--- src/rtl/seven_seg_scan_ctrl_pkg.sv ---
// Shared types, constants and hex-to-segment decode for the seven-segment scan controller.
package seven_seg_pkg;

    typedef enum logic [1:0] {
        IDLE  = 2'd0,
        BLANK = 2'd1,
        DRIVE = 2'd2
    } scan_state_t;

    localparam logic [3:0] ANODE_OFF = 4'b1111;
    localparam logic [6:0] SEG_OFF   = 7'h7F;

    localparam logic [3:0] ANODE_SEL [4] = '{4'b1110, 4'b1101, 4'b1011, 4'b0111};

    // Active-low segment pattern, bit order {g,f,e,d,c,b,a}
    function automatic logic [6:0] hex_to_seg(input logic [3:0] hex);
        logic [6:0] seg;
        case (hex)
            4'h0:    seg = 7'h40;
            4'h1:    seg = 7'h79;
            4'h2:    seg = 7'h24;
            4'h3:    seg = 7'h30;
            4'h4:    seg = 7'h19;
            4'h5:    seg = 7'h12;
            4'h6:    seg = 7'h02;
            4'h7:    seg = 7'h78;
            4'h8:    seg = 7'h00;
            4'h9:    seg = 7'h10;
            4'hA:    seg = 7'h08;
            4'hB:    seg = 7'h03;
            4'hC:    seg = 7'h46;
            4'hD:    seg = 7'h21;
            4'hE:    seg = 7'h06;
            default: seg = 7'h0E;
        endcase
        return seg;
    endfunction

endpackage

--- src/rtl/seven_seg_scan_ctrl_seg_decoder.sv ---
// Combinational hex nibble to active-low seven-segment pattern.
module seg_decoder
    import seven_seg_pkg::*;
(
    input  logic [3:0] hex,
    output logic [6:0] seg
);

    assign seg = hex_to_seg(hex);

endmodule

--- src/rtl/seven_seg_scan_ctrl.sv ---
// 4-digit common-anode scan controller with dead-time blanking and frame-aligned value update.
// Optional leading-zero blanking is enabled by defining SEVEN_SEG_LEADING_ZERO_BLANK_EN.
module seven_seg_scan_ctrl
    import seven_seg_pkg::*;
#(
    parameter int REFRESH_DIV  = 100000,
    parameter int BLANK_CYCLES = 1000
) (
    input  logic        clk,
    input  logic        rst_n,
    input  logic        enable,
    input  logic        load,
    input  logic [15:0] value,
    input  logic [3:0]  dp_in,
    output logic [3:0]  anode,
    output logic [6:0]  seg,
    output logic        dp,
    output logic        frame_start
);

    localparam int CNT_W = (REFRESH_DIV > 2) ? $clog2(REFRESH_DIV) : 1;
    localparam logic [CNT_W-1:0] BLANK_LAST = CNT_W'(BLANK_CYCLES - 1);
    localparam logic [CNT_W-1:0] DRIVE_LAST = CNT_W'(REFRESH_DIV - BLANK_CYCLES - 1);

    scan_state_t      state, state_nxt;
    logic [1:0]       idx, idx_nxt;
    logic [CNT_W-1:0] cnt, cnt_nxt;
    logic             boundary;

    // {value, dp} pairs: bits [19:4] are the hex nibbles, [3:0] the decimal points
    logic [19:0]      shadow;
    logic [19:0]      active;
    logic             pending;

    logic [3:0]       cur_nibble;
    logic [6:0]       cur_seg;
    logic             lead_blank;

    always_comb begin
        state_nxt = state;
        idx_nxt   = idx;
        cnt_nxt   = cnt + CNT_W'(1);
        boundary  = 1'b0;
        if (!enable) begin
            state_nxt = IDLE;
            idx_nxt   = 2'd0;
            cnt_nxt   = '0;
        end else begin
            case (state)
                IDLE: begin
                    state_nxt = BLANK;
                    idx_nxt   = 2'd0;
                    cnt_nxt   = '0;
                    boundary  = 1'b1;
                end
                BLANK: begin
                    if (cnt == BLANK_LAST) begin
                        state_nxt = DRIVE;
                        cnt_nxt   = '0;
                    end
                end
                DRIVE: begin
                    if (cnt == DRIVE_LAST) begin
                        state_nxt = BLANK;
                        idx_nxt   = idx + 2'd1;
                        cnt_nxt   = '0;
                        boundary  = (idx == 2'd3);
                    end
                end
                default: begin
                    state_nxt = IDLE;
                    idx_nxt   = 2'd0;
                    cnt_nxt   = '0;
                end
            endcase
        end
    end

    always_ff @(posedge clk or negedge rst_n) begin
        if (!rst_n) begin
            state <= IDLE;
            idx   <= 2'd0;
            cnt   <= '0;
        end else begin
            state <= state_nxt;
            idx   <= idx_nxt;
            cnt   <= cnt_nxt;
        end
    end

    // A load coinciding with a boundary bypasses the shadow so the newest value wins
    always_ff @(posedge clk or negedge rst_n) begin
        if (!rst_n) begin
            shadow  <= '0;
            active  <= '0;
            pending <= 1'b0;
        end else begin
            if (load) begin
                shadow <= {value, dp_in};
            end
            if (boundary) begin
                if (load) begin
                    active <= {value, dp_in};
                end else if (pending) begin
                    active <= shadow;
                end
                pending <= 1'b0;
            end else if (load) begin
                pending <= 1'b1;
            end
        end
    end

    assign cur_nibble = active[4 + 4*idx +: 4];

    seg_decoder u_seg_decoder (
        .hex (cur_nibble),
        .seg (cur_seg)
    );

`ifdef SEVEN_SEG_LEADING_ZERO_BLANK_EN
    always_comb begin
        lead_blank = 1'b0;
        case (idx)
            2'd1:    lead_blank = (active[19:8]  == 12'h000);
            2'd2:    lead_blank = (active[19:12] == 8'h00);
            2'd3:    lead_blank = (active[19:16] == 4'h0);
            default: lead_blank = 1'b0;
        endcase
    end
`else
    assign lead_blank = 1'b0;
`endif

    // Gating on enable darkens the pins on the edge that samples enable low
    always_ff @(posedge clk or negedge rst_n) begin
        if (!rst_n) begin
            anode       <= ANODE_OFF;
            seg         <= SEG_OFF;
            dp          <= 1'b1;
            frame_start <= 1'b0;
        end else begin
            frame_start <= boundary;
            if (enable && (state == DRIVE)) begin
                anode <= ANODE_SEL[idx];
                seg   <= lead_blank ? SEG_OFF : cur_seg;
                dp    <= ~active[idx];
            end else begin
                anode <= ANODE_OFF;
                seg   <= SEG_OFF;
                dp    <= 1'b1;
            end
        end
    end

endmodule

--- config.mk ---
export PLATFORM = sky130hd
export DESIGN_NAME = seven_seg_scan_ctrl
export DESIGN_NICKNAME = d
export VERILOG_FILES = /design/src/rtl/seven_seg_scan_ctrl_pkg.sv /design/src/rtl/seven_seg_scan_ctrl_seg_decoder.sv /design/src/rtl/seven_seg_scan_ctrl.sv
export SDC_FILE = /design/constraint.sdc
export NUM_CORES = 1
export LEC_CHECK = 0
export ABC_AREA = 1
export BUFFER_PORTS_ARGS = -buffer_cell sky130_fd_sc_hd__buf_2
export CELL_PAD_IN_SITES_DETAIL_PLACEMENT = 1
export CELL_PAD_IN_SITES_GLOBAL_PLACEMENT = 1
export CORE_MARGIN = 4
export CORE_UTILIZATION = 25
export DETAILED_ROUTE_END_ITERATION = 7
export PLACE_DENSITY_LB_ADDON = 0.25
export SYNTH_ARGS = -nofsm -noshare
export SYNTH_HDL_FRONTEND = slang
export SYNTH_SLANG_ARGS = --single-unit
--- constraint.sdc ---
create_clock -name clk -period 4.8 [get_ports clk]
set_clock_uncertainty 0.05 [all_clocks]
set_input_delay 1.2 -clock clk [delete_from_list [all_inputs] [get_ports clk]]
set_output_delay 1.2 -clock clk [all_outputs]
set_load 0.02 [all_outputs]
==> flow_summary_export.csv <==
group,metric,value,unit
drt,drt-vias-per-instance,4.41,
clocking,clock_sinks,75,
synth,synth_cells,447,
drt,drt_wl_total,9040,µm
floorplanning,die-width,131,µm
run,max_cap_violations,0,
clocking,cts_repair_resize_count,0,
synth,syn-num-nets,487,
drt,drc,0,
clocking,cts_max_level,3,
critical_path,rr_endpoint,"active[16]",
critical_path,critical-path-slowest-cell,"nand3_2",
critical_path,crit_path_frequent_cell,"nand2_1",
floorplanning,io_pins,37,
critical_path,cp_num_buf_inv,2,
critical_path,cp.arrival,2.75,ns
critical_path,cp-start-kind,"input pin",
clocking,clockRootBuffer,"clkbuf_16",
power_and_ir_drop,cellInternalPower,0.00137,W
power_and_ir_drop,p_leak,2.09,nW
timing,worst_pin_slew,0.959,ns
global_routing,gr-total-overflow,0,
critical_path,path_max_fanout,22,
layout,mostFrequentLayoutCell,"nand2_1",
place,io_buffers,36,
layout,finish.net_count,517,
power_and_ir_drop,share_clk_of_total_power,35.2,%
critical_path,r2r_slack,2.27,ns
timing,worst_slack,2.22,ns
synth,synth.distinct_cells,32,
timing,min_period,2.58,ns
critical_path,worst_r2r_startpoint,"idx[0]",
worst_hold_path,hp-start,"cnt[0]",
drt,drt_pre_antenna_iters,4,
timing,setup_tns,0,ns
worst_hold_path,holdPathEnd,"cnt[0]",
power_and_ir_drop,power.sequential.fraction,39.6,%
clocking,cts_tree,"built",
place,weighted_congestion_at_the_end_of_routability_driven_global_placement,0.786,
global_routing,grt_pass1_vias,3105,
power_and_ir_drop,p_comb_share,25.1,%
critical_path,critical_path.max_stage_delay,0.44,ns
layout,layout-drive-gt1-share,18.1,%
timing,slew_viol_final,0,
timing,finalSetupViolCount,0,
place,pre_cts_slack,1.85,ns
drt,dr_wl_cell,13.6,µm
power_and_ir_drop,sw_frac_of_total,33.5,%
timing,max_freq,388,MHz
layout,ff_latch_area,1890,µm²
power_and_ir_drop,power_switching,0.000691,W
synth,yosysSeqAreaShare,50.3,%
layout,commonest_non_fill_non_tap_cells_in_the_layout,"nand2_1, dfrtp_1, buf_2",
global_routing,groute.usage.overall,11.7,%
layout,multi_input_area,1620,µm²
global_routing,pin_count_of_the_biggest_net_entering_global_routing,76,
critical_path,rr_worst_depth,8,
worst_hold_path,min_delay_path_depth,1,
clocking,clk_latency,0.34,ns
floorplanning,die-height,131,µm
layout,syn2layout_area_growth,16.3,%
drt,routed-via-count,2930,
synth,synthesis.area_per_instance,8.41,µm²
synth,mappedNetlistArea,3760,µm²
place,post-dp-hpwl,6580,µm
clocking,post-cts-setup-buffer-count,0,
floorplanning,fp_rows,44,
floorplanning,dieArea,17100,µm²
power_and_ir_drop,irDropWorstVdd,0.000202,V
floorplanning,floorplan_core_area,14600,µm²
timing,hold_slack,0.421,ns
floorplanning,start_util,25.7,%
critical_path,setup.worst_path.class,"in2reg",
clocking,worst_setup_hold_path_clk_slew,0.06,ns
synth,yosys_warnings,0,
drt,drt_iter0_markers,191,
timing,maxSlewHeadroom,36.1,%
critical_path,cp_data_required_time,4.97,ns
global_routing,first_pass_grt_wire_length,15700,µm
clocking,cts_hold_buffers,0,
synth,synthFlopType,"dfrtp_1",
clocking,cts_inserted_buffers,9,
drt,final_antenna_net_count,0,
layout,antenna_cells,0,
timing,timing.final.crit_share,53.7,%
power_and_ir_drop,power-per-cell-area,472,nW/µm²
clocking,cts_buffer_depth,2,
layout,fillers,1776,
synth,number_of_enable_type_register_cells_in_the_synthesized_netlist,0,
critical_path,cells_along_the_critical_path,"buf_2 -> nor2_1 -> inv_1 -> nand3_2 -> nand2_1 -> nand2_1",
synth,synth-async-reset-ratio,100,%
critical_path,cpLargestDelayFamily,"simple AND/OR/NAND/NOR gates",
critical_path,end_kind,"flip-flop",
synth,ys_seq_elements,75,
worst_hold_path,worst_hold_path_type,"reg2reg",
timing,hold_viol_final,0,
global_routing,number_of_antenna_violations_at_the_first_check_in_global_routing,0,
timing,grt_setup_unrepaired,"no",
outcome,result_of_the_run,"finished, final reports clean",
==> per-stage QoR <==
| stage | util [%] | total power, W | cells | cell area (µm²) |
|---|---|---|---|---|
| floorplan | - | 0.00123 | 447 | 3760 |
| global placement | 27.7 | 0.00133 | 650 | 4060 |
| detailed placement | 27.7 | 0.00136 | 650 | 4060 |
| CTS | 29.9 | 0.00210 | 665 | 4370 |
| global route | 29.9 | 0.00223 | 665 | 4370 |
| finish | 29.9 | 0.00207 | 665 | 4370 |
==> how the worst max path moves through the flow <==
stage,startpoint,endpoint,depth (start not counted)
2_1_floorplan,enable,idx[0],6
3_3_place_gp,load,active[2],6
3_5_place_dp,load,active[2],6
4_1_cts,load,active[16],6
5_1_grt,load,active[17],6
6_report,load,active[16],6
==> per-layer routing <==
layer,GRT usage (%),vias up,wire [µm]
met5,0,-,0
met4,3.09,0,98
met3,3.90,10,349
met2,16.9,44,3890
met1,16.9,1401,4700
li1,-,1475,-
==> kinds of logic after synthesis <==
logic type,after synthesis,share of synthesized area [%]
AOI/OAI and AO/OA,19,2.83
xor gates and xnor gates,13,3.03
adders and majority gates,16,5.33
buffers and inverters,52,6.62
DFF,75,50.3
and+or+nand+nor,272,31.9
==> sequential cells by signal, indices dropped and copies added, names as in the netlist <==
register	count
seg	7
state	2
shadow	20
anode	4
pending	1
cnt	17
frame_start	1
idx	2
active	20
dp	1
==> worst register-to-register path, delay by kind of cell, from the launching register on <==
family	cells	cell delay, ns
fa+ha+maj	1	0.24
flops	1	0.67
buf+inv	1	0.06
simple gates	6	1.40
==> power by group through the flow <==
| stage | sequential [W] | combinational (W) | clock [W] |
|---|---|---|---|
| 2_1_floorplan | 0.000823 | 0.000407 | 0 |
| 3_3_place_gp | 0.000830 | 0.000502 | 0 |
| 3_5_place_dp | 0.000831 | 0.000524 | 0 |
| 4_1_cts | 0.000821 | 0.000528 | 0.000755 |
| 5_1_grt | 0.000835 | 0.000610 | 0.000782 |
| 6_report | 0.000819 | 0.000519 | 0.000728 |
==> cells in the mapped netlist, types with 2 or more instances <==
master	instances	area share, %
nand2_1	164	16
dfrtp_1	63	42
inv_1	33	3.3
nor2_1	30	3.0
nand3_1	25	3.3
nand4_1	24	4.0
ha_1	16	5.3
nor2_2	13	2.2
dfstp_2	12	8.4
o21ai_0	12	1.6
xor2_1	11	2.6
clkbuf_1	6	0.60
nand2_2	6	1.0
nor3_1	6	0.80
buf_2	3	0.40
a31oi_1	2	0.33
buf_1	2	0.20
buf_4	2	0.40
buf_6	2	0.60
o211ai_1	2	0.40
xnor2_1	2	0.47
==> final cells by class <==
cell class	instances	area share, %
flip-flops and latches	75	43.3
multi-input cells	320	37.0
clock buffers	10	5.47
well taps	184	5.27
repair buffers	36	4.18
inverters	35	3.03
clock inverters	5	1.77
(Power assumes the default switching activity.)
